--- config.mk ---
export PLATFORM = sky130hd
export DESIGN_NAME = viterbi_stream_decoder
export DESIGN_NICKNAME = d
export VERILOG_FILES = /design/src/rtl/viterbi_stream_decoder.sv
export SDC_FILE = /design/constraint.sdc
export NUM_CORES = 1
export LEC_CHECK = 0
export ABC_AREA = 1
export BUFFER_PORTS_ARGS = -buffer_cell sky130_fd_sc_hd__buf_2
export CORE_MARGIN = 5
export CORE_UTILIZATION = 55
export CTS_BUF_LIST = sky130_fd_sc_hd__clkbuf_4 sky130_fd_sc_hd__clkbuf_8
export CTS_CLUSTER_SIZE = 8
export DETAILED_ROUTE_END_ITERATION = 6
export MAX_ROUTING_LAYER = met4
export PLACE_DENSITY = 0.79
export SETUP_SLACK_MARGIN = 0.2
export SYNTH_ARGS = -nofsm -noshare
export SYNTH_HDL_FRONTEND = slang
export SYNTH_SLANG_ARGS = --single-unit
--- constraint.sdc ---
create_clock -name clk -period 15.1 [get_ports clk]
set_input_delay 0.755 -clock clk [delete_from_list [all_inputs] [get_ports clk]]
set_output_delay 0.755 -clock clk [all_outputs]
set_load 0.05 [all_outputs]
--- src/rtl/viterbi_stream_decoder.sv ---
// Framed rate-1/2 Viterbi decoder: buffers a frame, runs ACS one step per cycle, traces back,
// then streams decoded bits. Define VITERBI_SOFT_EN for 3-bit soft-decision symbol values.
module viterbi_stream_decoder #(
    parameter int unsigned  K         = 3,
    parameter logic [K-1:0] G0        = 3'b111,
    parameter logic [K-1:0] G1        = 3'b101,
    parameter int unsigned  MAX_FRAME = 32,
    parameter int unsigned  PMW       = 8,
`ifdef VITERBI_SOFT_EN
    localparam int unsigned SW        = 3
`else
    localparam int unsigned SW        = 1
`endif
) (
    input  logic            clk,
    input  logic            rst,
    input  logic            in_valid,
    output logic            in_ready,
    input  logic [2*SW-1:0] in_sym,
    input  logic            in_last,
    input  logic            in_term,
    output logic            out_valid,
    input  logic            out_ready,
    output logic            out_bit,
    output logic            out_last,
    output logic            busy,
    output logic            overflow,
    output logic            len_err
);
    localparam int unsigned M   = K - 1;
    localparam int unsigned S   = 1 << M;
    localparam int unsigned AW  = $clog2(MAX_FRAME);
    localparam int unsigned CW  = AW + 1;
    localparam int unsigned BMW = SW + 1;
    localparam int unsigned PW1 = PMW + 1;
    localparam logic [PMW-1:0] PM_INIT = {2'b01, {(PMW-2){1'b0}}};

    typedef enum logic [2:0] {IDLE, RX, ACS, BEST, TRACE, OUT} state_t;

    state_t          state_q;
    logic [CW-1:0]   cnt_q, len_q, out_len;
    logic            term_q;
    logic [AW-1:0]   t_q, idx_q;
    logic [M-1:0]    s_q, best_d;
    logic [PMW-1:0]  pm_q [S];
    logic [PMW-1:0]  pm_d [S];
    logic [S-1:0]    surv_d;
    logic [2*SW-1:0] sym_buf_q [MAX_FRAME];
    logic [S-1:0]    surv_q    [MAX_FRAME];
    logic [MAX_FRAME-1:0] out_buf_q;
    logic            in_ready_q, out_valid_q, out_bit_q, out_last_q, busy_q, overflow_q, len_err_q;
    logic            in_fire;

    assign in_fire = in_valid & in_ready_q;
    assign out_len = term_q ? len_q - CW'(M) : len_q;

    function automatic logic [PMW-1:0] pm_init(input int unsigned n);
        return (n == 0) ? '0 : PM_INIT;
    endfunction

    // Distance between the received symbol and the code bits of transition r = {pred, b}
    function automatic logic [BMW-1:0] branch_metric(input logic [K-1:0] r, input logic [2*SW-1:0] y);
        logic e0, e1;
        e0 = ^(r & G0);
        e1 = ^(r & G1);
`ifdef VITERBI_SOFT_EN
        return BMW'(e0 ? 3'd7 - y[5:3] : y[5:3]) + BMW'(e1 ? 3'd7 - y[2:0] : y[2:0]);
`else
        return BMW'(e0 ^ y[1]) + BMW'(e1 ^ y[0]);
`endif
    endfunction

    // Add-compare-select for all states of step t_q, with saturation and MSB normalisation
    always_comb begin
        logic [M-1:0]   p0, p1;
        logic [PMW:0]   c0, c1;
        logic [PMW-1:0] m0, m1;
        logic           all_msb;
        surv_d  = '0;
        all_msb = 1'b1;
        for (int n = 0; n < S; n++) begin
            p0 = M'(n >> 1);
            p1 = p0 | {1'b1, {(M-1){1'b0}}};
            c0 = {1'b0, pm_q[p0]} + PW1'(branch_metric({1'b0, M'(n)}, sym_buf_q[t_q]));
            c1 = {1'b0, pm_q[p1]} + PW1'(branch_metric({1'b1, M'(n)}, sym_buf_q[t_q]));
            m0 = c0[PMW] ? '1 : c0[PMW-1:0];
            m1 = c1[PMW] ? '1 : c1[PMW-1:0];
            surv_d[n] = (m1 < m0);
            pm_d[n]   = (m1 < m0) ? m1 : m0;
            all_msb   = all_msb & pm_d[n][PMW-1];
        end
        if (all_msb) begin
            for (int n = 0; n < S; n++) pm_d[n][PMW-1] = 1'b0;
        end
    end

    always_comb begin
        logic [PMW-1:0] best_pm;
        best_d  = '0;
        best_pm = pm_q[0];
        for (int n = 1; n < S; n++) begin
            if (pm_q[n] < best_pm) begin
                best_pm = pm_q[n];
                best_d  = M'(n);
            end
        end
    end

    always_ff @(posedge clk) begin
        if (in_fire && cnt_q != CW'(MAX_FRAME)) sym_buf_q[AW'(cnt_q)] <= in_sym;
        if (state_q == ACS)   surv_q[t_q]    <= surv_d;
        if (state_q == TRACE) out_buf_q[t_q] <= s_q[0];
    end

    always_ff @(posedge clk) begin
        if (rst) begin
            state_q     <= IDLE;
            cnt_q       <= '0;
            len_q       <= '0;
            term_q      <= 1'b0;
            t_q         <= '0;
            idx_q       <= '0;
            s_q         <= '0;
            for (int n = 0; n < S; n++) pm_q[n] <= pm_init(n);
            in_ready_q  <= 1'b1;
            out_valid_q <= 1'b0;
            out_bit_q   <= 1'b0;
            out_last_q  <= 1'b0;
            busy_q      <= 1'b0;
            overflow_q  <= 1'b0;
            len_err_q   <= 1'b0;
        end else begin
            len_err_q <= 1'b0;
            case (state_q)
                IDLE, RX: begin
                    if (in_fire) begin
                        if (state_q == IDLE)               overflow_q <= 1'b0;
                        else if (cnt_q == CW'(MAX_FRAME))  overflow_q <= 1'b1;
                        if (cnt_q != CW'(MAX_FRAME)) cnt_q <= cnt_q + CW'(1);
                        if (in_last) begin
                            len_q      <= (cnt_q == CW'(MAX_FRAME)) ? cnt_q : cnt_q + CW'(1);
                            term_q     <= in_term;
                            cnt_q      <= '0;
                            t_q        <= '0;
                            in_ready_q <= 1'b0;
                            busy_q     <= 1'b1;
                            state_q    <= ACS;
                        end else begin
                            state_q <= RX;
                        end
                    end
                end
                ACS: begin
                    pm_q <= pm_d;
                    if (t_q == AW'(len_q - CW'(1))) begin
                        len_err_q <= term_q && (len_q <= CW'(M));
                        state_q   <= BEST;
                    end else begin
                        t_q <= t_q + AW'(1);
                    end
                end
                BEST: begin
                    if (term_q && (len_q <= CW'(M))) begin
                        for (int n = 0; n < S; n++) pm_q[n] <= pm_init(n);
                        in_ready_q <= 1'b1;
                        busy_q     <= 1'b0;
                        state_q    <= IDLE;
                    end else begin
                        s_q     <= term_q ? '0 : best_d;
                        t_q     <= AW'(len_q - CW'(1));
                        state_q <= TRACE;
                    end
                end
                TRACE: begin
                    s_q <= {surv_q[t_q][s_q], s_q[M-1:1]};
                    if (t_q == '0) begin
                        out_valid_q <= 1'b1;
                        out_bit_q   <= s_q[0];
                        out_last_q  <= (out_len == CW'(1));
                        idx_q       <= '0;
                        busy_q      <= 1'b0;
                        state_q     <= OUT;
                    end else begin
                        t_q <= t_q - AW'(1);
                    end
                end
                OUT: begin
                    if (out_ready) begin
                        if (out_last_q) begin
                            for (int n = 0; n < S; n++) pm_q[n] <= pm_init(n);
                            out_valid_q <= 1'b0;
                            out_last_q  <= 1'b0;
                            in_ready_q  <= 1'b1;
                            state_q     <= IDLE;
                        end else begin
                            idx_q      <= idx_q + AW'(1);
                            out_bit_q  <= out_buf_q[idx_q + AW'(1)];
                            out_last_q <= (CW'(idx_q) + CW'(2) == out_len);
                        end
                    end
                end
                default: state_q <= IDLE;
            endcase
        end
    end

    assign in_ready  = in_ready_q;
    assign out_valid = out_valid_q;
    assign out_bit   = out_bit_q;
    assign out_last  = out_last_q;
    assign busy      = busy_q;
    assign overflow  = overflow_q;
    assign len_err   = len_err_q;
endmodule

==> results of run 1 <==
[worst max path at each step]
stage                     startpoint  endpoint  cells past startpoint
after floorplan             register  pm_q[14]                     30
after global placement      register  pm_q[14]                     29
after detailed placement    register  pm_q[14]                     29
after CTS                   register  pm_q[14]                     29
after global routing        register  pm_q[22]                     27
final                       register  pm_q[14]                     29
[cells by family after synthesis]
family / after synthesis
buffers and inverters: 232
multiplexers: 10
AO/OA/AOI/OAI: 409
flip-flops: 296
AND/OR/NAND/NOR: 720
XOR/XNOR: 32
adder cells (fa/ha/maj): 86
[worst register-to-register path, delay by kind of cell, from the launching register on]
| kind | cells | cell delay [ns] |
|---|---|---|
| DFF | 1 | 0.31 |
| AOI/OAI and AO/OA | 8 | 1.36 |
| buffers and inverters | 8 | 2.85 |
| adders and majority gates | 4 | 1.21 |
| and+or+nand+nor | 9 | 1.07 |
[per-stage QoR]
stage | cell area (sq um) | std cells | utilization, % | setup WS (ns)
after global placement | 16400 | 2116 | 56.8 | 8.62
final | 17500 | 2211 | 60.6 | 8.23
after CTS | 17500 | 2210 | 60.6 | 8.34
after floorplan | 16100 | 1785 | - | 10.10
after detailed placement | 16400 | 2116 | 56.8 | 8.40
after global routing | 17500 | 2211 | 60.6 | 7.68
[report_power, final]
group	leakage (uW)	switching, uW	internal (uW)
logic	0.00335	1620	664
clock network	0.000590	333	434
registers	0.00262	96.0	1270
total	0.00656	2050	2360
[final cells by class]
class / instances / area, sq um / share of cell area, %
Antenna cell: 1 / 2.50 / 0.0143
Clock buffer: 81 / 983 / 5.62
Clock inverter: 13 / 114 / 0.651
Inverter: 155 / 588 / 3.36
Multi-Input combinational cell: 1257 / 7020 / 40.1
Sequential cell: 296 / 8170 / 46.7
Tap cell: 384 / 480 / 2.75
Timing Repair Buffer: 24 / 145 / 0.829
[flip-flops by register name (all words and copies together) (netlist names), named ones only]
name / count
surv_q: 128
cnt_q: 6
term_q: 1
sym_buf_q: 64
len_q: 6
state_q: 3
out_valid: 1
s_q: 2
out_buf_q: 32
busy: 1
idx_q: 5
t_q: 5
out_last: 1
len_err: 1
pm_q: 32
out_bit: 1
overflow: 1
in_ready: 1
[layer usage]
layer  vias to the layer above  global-route usage [%]  share of wire [%]
li1                       6234                       -                  -
met1                      6080                    34.5                 44
met2                       613                    36.4                 44
met3                        73                    5.49                9.5
met4                         0                    6.12                1.9
met5                         -                       -                  0
[cells in the final DEF (no fill, tap or decap), types with 4 or more instances in the layout]
cell type and instances:
a211oi_1 12, a21oi_1 107, buf_2 14, buf_4 10, clkbuf_4 21, clkbuf_8 60
clkinv_2 9, dfxtp_1 71, edfxtp_1 224, fa_1 7, ha_1 79, inv_1 143
inv_2 8, mux2i_1 8, nand2_1 261, nand2_2 9, nand3_1 99, nand4_1 6
nand4_2 4, nor2_1 289, nor3_1 24, o211ai_1 4, o211ai_2 4, o21a_1 7
o21ai_0 181, o21ai_1 12, o21ai_2 4, o221ai_1 48, o22ai_1 16, or2_2 5
xnor2_1 11, xor2_1 21
==> results.cfg, run 1 <==
[outcome]
outcome = completed

[route]
drt-pass1-iter-count = 5
ant_nets = 0
drc_errors = 0
initialDrtViolationCount = 1667
num_vias = 13000
via_per_inst = 5.88
wire_per_inst_microns = 18.1
wl_mm = 40.1

[floorplan]
fp.dieArea_sq_um = 32800
die_h_microns = 181
die_w_microns = 181
start_util_pct = 55.9
core_sq_um = 28900
num_rows = 62
pin_count = 15

[logic_synthesis]
synth_warnings = 0
synthArstFlopShare_pct = 0
synth_top_family_by_area = simple AND/OR/NAND/NOR gates
syn_area_sq_um = 16100
synth_top_area_share_pct = 41.7
ys_ff_latch = 296
yosys-top-cells-count = nor2_1, nand2_1, edfxtp_1, o21ai_0, inv_1
postSynthCellCount = 1785
synth-compound-area-share_pct = 14.9
synth_mux_area_share_pct = 0.636
syn_avg_cell_area_sq_um = 9.03
synth_fa_ha_area_share_pct = 7.00
ys_seq_area_share_pct = 50.7
yosysMostFrequentCell = nor2_1
yosysUniqueCellTypes = 61
synthSimpleGateAreaFrac_pct = 19.2
synth_nets = 1879
netlist.top_cell.by_area = edfxtp_1
synthTopCellsByArea = edfxtp_1, dfxtp_1, nor2_1
synth-edff-count = 224
yosys_most_used_dff = edfxtp_1
synth_xor_area_share_pct = 1.74

[pwr]
p_total_uw = 4410
p_leak_uw = 0.00656
irDropWorstVdd_uv = 465
power_density_nw_per_um2 = 252

[critical_path]
max_stage_delay_ns = 0.71
slowest_stage = inv_1
crit_buf_inv = 8
arrival_ns = 7.37
critPathKind = register to register
endpoint_kind = register
r2r_cells = 29
crit_family = buffers and inverters
cp.required_ns = 15.60
startpoint_type = register
r2r_end = pm_q[14]
ff2ff_setup_slack_ns = 8.23
path_common_cell = inv_1
cp_max_fo = 97

[worst_hold_path]
holdCritPathClass = input pin to register
min_from = in_term
hold_depth = 3
min_to = term_q

[clocking]
root_buffer = clkbuf_8
ctsHoldBuffers = 0
clk_latency_ns = 0.60
cts_tree = built
cts_resized = 0
cts.sinks = 296
clk_pin_slew_ns = 0.06
numCtsBuffers = 50
htreeDepth = 2
cts.path.max_buffers = 3
post-cts-setup-buffer-count = 0

[placed_design]
globalplace.congestion = 0.931
place_hpwl_mm = 27.7
port_buffers = 14

[cells_and_area]
drive_gt1_share_pct = 9.64
n_fill_cell = 2419
syn2layout_area_growth_pct = 8.53
final_nets = 1878

[sta]
tns_ns = 0
tightestPinTransition_ns = 1.02
fin_worst_skew_ns = 0.0389
finalSetupViolations = 0
slew_violations = 0
timing.hold.ws_ns = 0.429
report.final.hold_viol_count = 0
max_freq_mhz = 145
rsz0062_at_grt = false
period_needed_ns = 6.87
relSlewSlack_pct = 31.7
post-route-period-util_pct = 45.5

[global_routing]
grt_pass1_wl_mm = 64.1
antenna_found_initial = 1
grt_use_total_pct = 24.5
grt_remaining_overflow = 0
grt_pass1_vias = 12200
grt_max_degree = 98

[run]
maxCapViolCount = 0
(Power assumes the default switching activity.)
==> run 2: changes to the inputs <==
- PLACE_DENSITY: 0.79 -> 0.82
- clock period: 15.1 -> 6.2 ns (I/O delays scaled with it)
==> results.cfg, run 2 (synthesis gave the netlist of run 1 again) <==
[outcome]
outcome = completed

[critical_path]
endpoint_kind = register
cp_max_fo = 34
max_stage_delay_ns = 0.49
arrival_ns = 6.04
slowest_stage = dfxtp_2
startpoint_type = register
cp.required_ns = 6.63
critPathKind = register to register

[worst_hold_path]
holdCritPathClass = input pin to register

[clocking]
htreeDepth = 2
numCtsBuffers = 48
cts_tree = built
root_buffer = clkbuf_8
cts.path.max_buffers = 3
cts.sinks = 296
clk_latency_ns = 0.58
post-cts-setup-buffer-count = 0
clk_pin_slew_ns = 0.06

[run]
maxCapViolCount = 0

[route]
drt-pass1-iter-count = 6
initialDrtViolationCount = 1459
via_per_inst = 5.99
ant_nets = 0
num_vias = 13200
drc_errors = 0
wire_per_inst_microns = 18.1
wl_mm = 40.1

[cells_and_area]
final_nets = 1881
drive_gt1_share_pct = 9.28
n_fill_cell = 2410
final_common_cell = nor2_1
syn2layout_area_growth_pct = 8.34
top_regs = surv_q (128), sym_buf_q (64)
layout_common_cells = nor2_1, nand2_1, edfxtp_1
largest-register = surv_q
largest_reg_flops = 128

[floorplan]
die_h_microns = 181
pin_count = 15
die_w_microns = 181
core_sq_um = 28900
fp.dieArea_sq_um = 32800
num_rows = 62
start_util_pct = 55.9

[sta]
report.final.hold_viol_count = 0
post-route-period-util_pct = 90.5
fin_worst_skew_ns = 0.0289
max_freq_mhz = 178
tns_ns = 0
finalSetupViolations = 0
rsz0062_at_grt = false
relSlewSlack_pct = 21.5
slew_violations = 0
tightestPinTransition_ns = 1.18
period_needed_ns = 5.61

[global_routing]
grt_max_degree = 65
grt_use_total_pct = 24.6
antenna_found_initial = 3
grt_pass1_wl_mm = 64.6
grt_pass1_vias = 12700
grt_remaining_overflow = 0

[placed_design]
port_buffers = 14
place_hpwl_mm = 27.7
globalplace.congestion = 0.944
[run 2: path summary, 6_finish.rpt]
path | from | end | slack [ns] | cells after the start
min | in_last | cnt_q[5] | 0.10 | 4
min reg2reg | cnt_q[5] | cnt_q[5] | 0.48 | 2
max | register | pm_q[23] | 0.59 | 25
max reg2reg | register | pm_q[23] | 0.59 | 25
[run 2: final cells by class]
cell class | count | area, sq um | share of cell area, %
Sequential cell | 296 | 8170 | 46.8
Timing Repair Buffer | 29 | 185 | 1.06
Antenna cell | 2 | 5.00 | 0.0287
Clock buffer | 71 | 865 | 4.95
Clock inverter | 14 | 153 | 0.874
Tap cell | 384 | 480 | 2.75
Multi-Input combinational cell | 1257 | 7020 | 40.2
Inverter | 155 | 594 | 3.40
[run 2: critical path, delay by kind of cell (launching register included)]
kind                     cells  cell delay (ns)
AND/OR/NAND/NOR              9             1.24
flip-flops                   1             0.49
adder cells (fa/ha/maj)      4             1.42
buffers and inverters        5             0.84
AO/OA/AOI/OAI                7             1.46
[run 2: through the flow]
step                util (%)  hold slack, ns  std cells  cell area [sq um]  worst slack (ns)
global placement        56.9           0.456       2120              16400             0.739
finish                  60.5           0.104       2208              17500             0.587
CTS                     60.5          0.0696       2206              17500             0.415
detailed placement      56.9           0.462       2120              16400             0.423
global route            60.5           0.114       2208              17500             0.201
floorplan                  -           0.409       1785              16100              1.20
[run 2: per-layer routing]
layer	part of all wire [%]	track usage, %	wire length [microns]
met1	42	32.6	16900
met2	46	38.7	18400
met3	8.9	4.36	3570
met4	3.0	7.99	1200
met5	0	-	0
[run 2: repair_timing]
item | 4_1_cts | 5_1_grt
setup endpoints to repair | 0 | 84
resized for setup | 0 | 5
hold buffers | 1 | 0
endpoints found under the hold margin | 1 | 0
Power of run 2 is left out: the tool's default activity adds up to more than one toggle a clock period on the data nets, which glitch-free logic cannot reach.
